[src/rtl/systolic_pkg.sv]
// rtl/systolic_pkg.sv - shared defaults and types for the systolic array datapath
package systolic_pkg;

    localparam int BITS_C_DEF = 16;
    localparam int DIM_DEF    = 8;
    localparam int ROW_W      = $clog2(DIM_DEF);

    typedef logic signed [BITS_C_DEF-1:0] c_row_t [DIM_DEF];

endpackage

[src/rtl/mem_c_collect_lane_delay.sv]
// rtl/mem_c_collect_lane_delay.sv - per-lane fixed-delay shift register for deskew
module c_lane_delay
    import systolic_pkg::*;
#(
    parameter int BITS  = BITS_C_DEF,
    parameter int DELAY = 1
) (
    input  logic                   clk,
    input  logic                   rst_n,
    input  logic signed [BITS-1:0] din,
    output logic signed [BITS-1:0] dout
);

    generate
        if (DELAY == 0) begin : g_pass
            // Last lane is already aligned with the wavefront; clock and reset are not needed here.
            logic unused_ctl;
            assign unused_ctl = clk ^ rst_n;
            assign dout = din;
        end else begin : g_sr
            logic signed [BITS-1:0] sr [DELAY];

            // Free-running shift register; cleared on reset so no stale data survives.
            always_ff @(posedge clk) begin
                if (!rst_n) begin
                    for (int k = 0; k < DELAY; k++) sr[k] <= '0;
                end else begin
                    sr[0] <= din;
                    for (int k = 1; k < DELAY; k++) sr[k] <= sr[k-1];
                end
            end

            assign dout = sr[DELAY-1];
        end
    endgenerate

endmodule

[src/rtl/mem_c_collect.sv]
// rtl/mem_c_collect.sv - deskews the skewed C wavefront and buffers aligned rows for readback
module mem_c_collect
    import systolic_pkg::*;
#(
    parameter int BITS_C = BITS_C_DEF,
    parameter int DIM    = DIM_DEF
) (
    input  logic                      clk,
    input  logic                      rst_n,
    input  logic                      clr,
    input  logic                      in_valid,
    input  logic signed [BITS_C-1:0]  Cin [DIM],
    input  logic                      rd_en,
    input  logic [$clog2(DIM)-1:0]    Crow,
    output logic signed [BITS_C-1:0]  Cout [DIM],
    output logic                      rd_valid,
    output logic                      full,
    output logic                      ovf
);

    localparam int CROW_W = $clog2(DIM);

    logic                     [DIM-2:0]    vpipe;
    logic                                  aligned_v;
    logic signed [BITS_C-1:0]              aligned [DIM];
    logic        [CROW_W-1:0]              wr_row;
    logic                                  cap_we;
    logic signed [BITS_C-1:0]              row_buf [DIM][DIM];

    // Lane i lags lane 0 by i cycles, so it needs DIM-1-i cycles of delay to line up.
    genvar gi;
    generate
        for (gi = 0; gi < DIM; gi++) begin : g_lane
            c_lane_delay #(
                .BITS  (BITS_C),
                .DELAY (DIM - 1 - gi)
            ) u_delay (
                .clk   (clk),
                .rst_n (rst_n),
                .din   (Cin[gi]),
                .dout  (aligned[gi])
            );
        end
    endgenerate

    assign aligned_v = vpipe[DIM-2];
    // clr beats a same-cycle capture; reset also suppresses it.
    assign cap_we    = aligned_v && !full && !clr && rst_n;

    // Valid pipe tracks lane 0 through the same DIM-1 cycles the data needs to align.
    always_ff @(posedge clk) begin
        if (!rst_n || clr) begin
            vpipe <= '0;
        end else begin
            vpipe[0] <= in_valid;
            for (int k = 1; k < DIM - 1; k++) vpipe[k] <= vpipe[k-1];
        end
    end

    // Row counter and status flags; overflow is sticky until clr or reset.
    always_ff @(posedge clk) begin
        if (!rst_n || clr) begin
            wr_row <= '0;
            full   <= 1'b0;
            ovf    <= 1'b0;
        end else if (aligned_v) begin
            if (!full) begin
                wr_row <= wr_row + 1'b1;
                if (wr_row == CROW_W'(DIM - 1)) full <= 1'b1;
            end else begin
                ovf <= 1'b1;
            end
        end
    end

    // Row buffer has no reset; contents are only meaningful once written.
    always_ff @(posedge clk) begin
        if (cap_we) begin
            for (int l = 0; l < DIM; l++) row_buf[wr_row][l] <= aligned[l];
        end
    end

    // Registered read port; non-blocking update gives old data on a same-edge write.
    always_ff @(posedge clk) begin
        if (!rst_n) begin
            rd_valid <= 1'b0;
            for (int l = 0; l < DIM; l++) Cout[l] <= '0;
        end else begin
            rd_valid <= rd_en;
            if (rd_en) begin
                for (int l = 0; l < DIM; l++) Cout[l] <= row_buf[Crow][l];
            end
        end
    end

endmodule
[config.mk]
export PLATFORM = sky130hd
export DESIGN_NAME = mem_c_collect
export DESIGN_NICKNAME = d
export VERILOG_FILES = /design/src/rtl/systolic_pkg.sv /design/src/rtl/mem_c_collect_lane_delay.sv /design/src/rtl/mem_c_collect.sv
export SDC_FILE = /design/constraint.sdc
export NUM_CORES = 1
export LEC_CHECK = 0
export ABC_AREA = 1
export CORE_MARGIN = 1.5
export CORE_UTILIZATION = 51
export CTS_CLUSTER_SIZE = 16
export DETAILED_ROUTE_END_ITERATION = 8
export MAX_ROUTING_LAYER = met4
export PLACE_DENSITY = 0.79
export SLEW_MARGIN = 10
export SYNTH_ARGS = -nofsm -noshare
export SYNTH_HDL_FRONTEND = slang
export SYNTH_SLANG_ARGS = --single-unit
export TNS_END_PERCENT = 100
[constraint.sdc]
create_clock -name clk -period 10.2 [get_ports clk]
set_clock_uncertainty 0.1 [all_clocks]
set_input_delay 2.04 -clock clk [delete_from_list [all_inputs] [get_ports clk]]
set_output_delay 2.04 -clock clk [all_outputs]
set_load 0.05 [all_outputs]
==> metrics.yaml, run 1 <==
sta:
  finalCritPeriodShare: 0.486
  period_needed_ns: 4.96
  drv_slew: 0
  fmax_mhz: 202
  rsz0062_at_grt: "no"
  setup_violations: 0
  fin_ws_ns: 5.24
  worstMarginPinSlew_ns: 1.19
  relSlewSlack: 0.205
  finalHoldViolations: 0
  setup_tns_ns: 0
  whs_ns: 0.301
power:
  vdd_drop_max_mv: 0.184
  power_density_nw_per_um2: 194
  p_leak_nw: 32.4
routing:
  drt.antenna.violating_nets: 0
  avgViaCountPerCell: 5.03
  drtIter0Drc: 3965
  vias: 39700
  totalWireLength_mm: 135
  firstDrtPassIters: 6
  drc_errors: 0
  wl_per_cell_um: 17.1
logic_synthesis:
  ys_ff_latch: 1613
  ys_types: 16
  synthTopCellsByArea: "edfxtp_1 (50%), dfxtp_1 (19%), nand2_1 (9.9%)"
  ys_seq_area_frac: 0.698
  postSynthCellCount: 6053
  syn_avg_cell_area_um2: 10.1
  synthTopCellsByCount: "nand2_1 (1608), inv_1 (1486), edfxtp_1 (1024)"
  yosys.area.top_type_share: 0.504
  synthMostInstantiatedCell: "nand2_1"
  synth-edff-count: 1024
  yosys_warnings: 0
  syn_nets: 6191
  synth_top_cell_by_area: "edfxtp_1"
  netlist_area_um2: 61000
  synthArstFlopShare: 0
  synth_ff_type: "edfxtp_1"
cts:
  ctsRootBufferMaster: "clkbuf_16"
  cts_tree: "yes"
  clockBufferDepth: 3
  ctsResizeCount: 0
  cts_setup_buffers: 0
  clkTransAtPathRegs_ns: 0.06
  clkLatencyLatePin_ns: 0.76
  htree_levels: 4
  cts_buffers: 158
  clock-sinks: 1613
  ctsHoldBuffers: 0
grt:
  antenna_found_initial: 5
  grt_max_degree: 226
  grt.total_usage: 0.229
  first_global_vias: 40000
  grt-ovfl-total: 0
  grt_pass1_wl_mm: 212
layout:
  area_growth_pct: 14.0
  post-route-util: 0.588
  drive_gt1_frac: 0.0444
  layout.nets: 6362
  fillers: 9097
place:
  dpl.hpwl_mm: 72.3
  place.port_buffers: 266
  gp_congestion: 0.776
  dp_slack_ns: 4.54
run_status:
  outcome: "finished clean"
floorplanning:
  dieArea_um2: 122000
  num_rows: 126
  start_util: 0.516
  die_y_um: 349
  dieWidth_um: 349
  core-area_um2: 118000
  ios: 267
critical_path:
  reg2reg_depth: 6
  path_max_fanout: 101
  crit_path_end_kind: "register"
  arrival_ns: 5.54
  critPathLaunchType: "primary input"
  required_ns: 10.78
  path_class: "primary input to register"
min_path:
  holdPathStages: 2
  hp-class: "register to register"
run:
  maxCapViolCount: 0
## worst max-delay path, cell delays in order
cell and delay, ns:
buf_8 0.41, buf_4 0.68, buf_4 0.74, buf_4 0.89, o21ai_0 0.27, a21oi_1 0.22
## path summary, 6_finish.rpt
path	slack, ns	startpoint	endpoint
min	0.30	g_lane[2].u_delay.g_sr.sr[0][45]	g_lane[2].u_delay.g_sr.sr[0][61]
max	5.24	rst_n	Cout[103]
max reg2reg	7.15	full	row_buf[4][103]
min reg2reg	0.30	g_lane[2].u_delay.g_sr.sr[0][45]	g_lane[2].u_delay.g_sr.sr[0][61]
## through the flow
step | area [µm²] | total power, W | std cells
after floorplan | 61000 | 0.00766 | 6053
after global placement | 64400 | 0.00793 | 7600
after detailed placement | 64400 | 0.00795 | 7600
after CTS | 69500 | 0.0136 | 7891
after global routing | 69500 | 0.0139 | 7895
final | 69500 | 0.0135 | 7895
## cell type report
| cell class | count | area, µm² | area share |
|---|---|---|---|
| repair buffers | 301 | 2990 | 0.0431 |
| clock buffers | 229 | 4490 | 0.0646 |
| diodes | 4 | 10.0 | 0.000144 |
| clock inverters | 62 | 566 | 0.00814 |
| well taps | 1536 | 1920 | 0.0277 |
| multi-input cells | 2661 | 11400 | 0.163 |
| flip-flops and latches | 1613 | 42500 | 0.612 |
| inverters | 1489 | 5620 | 0.0808 |
## cells by family after synthesis
logic type      Yosys count  synth area share
compound gates          262            0.0215
fa+ha+maj                 2          0.000410
buf+inv                1779             0.117
flops                  1613             0.698
simple gates           2397             0.163
## per-layer routing
| layer | vias to the layer above | track usage | routed length, µm |
|---|---|---|---|
| li1 | 19000 | - | - |
| met1 | 18700 | 0.274 | 53400 |
| met2 | 1675 | 0.380 | 66600 |
| met3 | 318 | 0.0418 | 10700 |
| met4 | 0 | 0.0981 | 4730 |
| met5 | - | - | 0 |
## where the power goes
group | switching (W) | total, W | leakage [nW] | internal (W)
Clock | 0.00242 | 0.00569 | 2.48 | 0.00327
Sequential | 0.0000686 | 0.00705 | 15.0 | 0.00699
Combinational | 0.000519 | 0.000756 | 14.9 | 0.000237
Total | 0.00300 | 0.0135 | 32.4 | 0.0105
## registers in the layout (all words and copies together), names as in the netlist
register / count
wr_row: 3
vpipe: 7
full: 1
g_lane.u_delay.g_sr.sr: 448
rd_valid: 1
Cout: 128
ovf: 1
row_buf: 1024
## layout by cell type (no fill, tap or decap)
master           netlist  routed
edfxtp_1            1024    1024
ha_1                   2       2
inv_8                  0       3
buf_4                  7      31
o21ai_0              130     130
clkinv_1               0      13
buf_6                 25       1
clkinv_4               0       1
clkinv_2               0      23
inv_16                 0       1
inv_4                  1       2
inv_2                  2       1
clkbuf_8               0      20
dfxtp_1              589     589
nand2_1             1608    1608
nand3_1              770     770
inv_1               1486    1485
clkinv_8               0       1
inv_6                  0      10
clkinvlp_4             0       3
clkdlybuf4s50_1        0     261
nor2_1                19      11
clkbuf_4               0       1
clkbuf_1              71      48
buf_12                 0       4
a21oi_1              132     132
nor2_4                 0       8
diode_2                0       4
bufinv_16              0       8
clkbuf_16              0     162
buf_8                  0       2
Note: power is estimated with default switching activity, not from simulation.
==> inputs of run 2 (changes only) <==
clock period = 4.83 ns   (was 10.2 ns; I/O delays follow)
==> run 2 against run 1 <==
  * Setup slack got worse by 3.6 ns
  * Non-clock buffer count increased by 5
  * Critical path type is now register to output pin
  * Combinational power is 110% higher
  * Clock-buffer cell count unchanged
  * Hold slack worse by 0.0031 ns
  * Power grew 120%
  * Sequential power is 110% higher
==> metrics.yaml, run 2 (synthesis gave the netlist of run 1 again) <==
cts:
  clkTransAtPathRegs_ns: 0.06  # about the same
  cts_setup_buffers: 0  # unchanged
  clock-sinks: 1613  # unchanged
  cts_tree: "yes"
  clkLatencyLatePin_ns: 0.77  # about the same
  cts_buffers: 158  # unchanged
  ctsRootBufferMaster: "clkbuf_16"
  htree_levels: 4  # unchanged
  ctsResizeCount: 0  # unchanged
  clockBufferDepth: 3  # unchanged
  ctsHoldBuffers: 0  # unchanged
routing:
  firstDrtPassIters: 6  # unchanged
  wl_per_cell_um: 16.8  # -2.3%
  drtIter0Drc: 3681  # -7.2%
  drt.antenna.violating_nets: 0  # unchanged
  totalWireLength_mm: 132  # -2.2%
  drc_errors: 0  # unchanged
  avgViaCountPerCell: 5.01  # -0.37%
  vias: 39600  # -0.28%
power:
  netSwitchingFraction: 0.222  # about the same
  p_int_w: 0.0227  # +120%
  power.switching_w: 0.00648  # +120%
  p_leak_nw: 32.7  # +0.86%
  seq_power_share: 0.511  # -0.012
  clockPowerShare: 0.434  # +0.013
  vdd_drop_max_mv: 0.379  # +110%
  pwr-share-comb: 0.056  # about the same
  power_density_nw_per_um2: 415  # +110%
layout:
  area_growth_pct: 15.1
  fin_cells: 7902  # +0.089%
  regMostFlops: "row_buf"
  drive_gt1_frac: 0.0470  # +0.00260
  largest_register_ffs: 1024  # unchanged
  top_regs: "row_buf (1024), g_lane.u_delay.g_sr.sr (448), Cout (128)"
  layout.nets: 6367  # +0.079%
  layout_common_cells: "nand2_1 (1608), inv_1 (1485), edfxtp_1 (1024)"
  final_cell_area_um2: 70200  # +0.95%
  seqCellArea_um2: 42500  # unchanged
  final_common_cell: "nand2_1"
  multi_input_area_um2: 11400  # unchanged
  post-route-util: 0.593  # +0.00556
  fillers: 8937  # -1.8%
floorplanning:
  core-area_um2: 118000  # unchanged
  dieArea_um2: 122000  # unchanged
  dieWidth_um: 349  # unchanged
  die_y_um: 349  # unchanged
  num_rows: 126  # unchanged
  start_util: 0.516  # unchanged
  ios: 267  # unchanged
sta:
  fmax_mhz: 314
  rsz0062_at_grt: "no"
  relSlewSlack: 0.0998  # -0.105
  finalHoldViolations: 0  # unchanged
  fin_ws_ns: 1.65  # -3.60 ns
  period_needed_ns: 3.18
  drv_slew: 0  # unchanged
  finalCritPeriodShare: 0.659
  worstMarginPinSlew_ns: 1.35  # +0.158 ns
  setup_violations: 0  # unchanged
grt:
  grt_max_degree: 268  # +19%
  grt-ovfl-total: 0  # unchanged
  first_global_vias: 39300  # -1.8%
  grt.total_usage: 0.223  # -0.00530
  grt_pass1_wl_mm: 207  # -2.3%
  antenna_found_initial: 1  # -4
place:
  place.port_buffers: 266  # unchanged
  dp_slack_ns: 0.982  # -3.56 ns
  gp_congestion: 0.769  # -0.81%
  post-place-cells: 7605  # +0.066%
  dpl.hpwl_mm: 68.6  # -5.1%
  placed_cell_area_um2: 64700  # +0.42%
run:
  maxCapViolCount: 0  # unchanged
critical_path:
  path_class: "register to output pin"
  arrival_ns: 2.12  # -3.42 ns
  required_ns: 3.76  # -7.02 ns
  critPathLaunchType: "register"
  path_max_fanout: 4  # -96%
  cp_top_family: "buffers and inverters"
  crit_path_end_kind: "output pin"
  path_cells: "clkdlybuf4s50_1"
  cp.buffers_inverters: 1  # -3
  crit_path_max_incr_delay_ns: 0.95  # +0.06 ns
  cpMaxStageDelayCell: "clkdlybuf4s50_1"
run_status:
  outcome: "finished clean"
min_path:
  hp-class: "register to register"
run 2: cell count changes in the layout (fill, tap and decap cells not counted), sizes merged:
cell      previous run  this run
bufinv               8        13
clkinvlp             3         2
diode                4         1
inv               1502      1500
clkinv              38        41
buf                 38        43
run 2: through the flow:
step,total power (W),hold WS [ns],TNS (ns)
floorplan,0.0162,0.290,-458.64
global route,0.0300,0.319,0
global placement,0.0167,0.292,0
detailed placement,0.0168,0.295,0
CTS,0.0293,0.297,0
finish,0.0291,0.298,0
run 2: worst paths after layout:
check | startpoint | to | slack [ns] | cells after the start
worst max-delay path | full | full | 1.65 | 1
worst min-delay path | g_lane[1].u_delay.g_sr.sr[0][75] | g_lane[1].u_delay.g_sr.sr[0][91] | 0.30 | 2
worst max register to register | full | row_buf[1][33] | 2.28 | 6
worst min register to register | g_lane[1].u_delay.g_sr.sr[0][75] | g_lane[1].u_delay.g_sr.sr[0][91] | 0.30 | 2
run 2: cell type report:
cell class / count / share of cell area
sequential: 1613 / 0.606
multi-input combinational: 2661 / 0.162
inverter: 1489 / 0.0800
clock buffer: 229 / 0.0653
timing repair buffer: 306 / 0.0465
tap: 1536 / 0.0274
clock inverter: 67 / 0.0123
antenna: 1 / 0.0000357
run 2: routing by layer:
| metal | wire length [µm] | track usage | vias up |
|---|---|---|---|
| met4 | 4010 | 0.0846 | 0 |
| met2 | 65500 | 0.373 | 1583 |
| met5 | 0 | - | - |
| li1 | - | - | 19000 |
| met3 | 10300 | 0.0376 | 276 |
| met1 | 52600 | 0.273 | 18700 |
run 2: worst min-delay path, stage by stage, from the launching register on:
cell and delay [ns]:
dfxtp_1 0.31, nand2_1 0.05, inv_1 0.04
run 2: power groups by stage:
stage / registers (W) / clock network, W / logic [W]
detailed placement: 0.0152 / 0 / 0.00161
CTS: 0.0149 / 0.0128 / 0.00162
finish: 0.0149 / 0.0126 / 0.00162
global placement: 0.0152 / 0 / 0.00157
floorplan: 0.0154 / 0 / 0.000770
global route: 0.0149 / 0.0133 / 0.00176
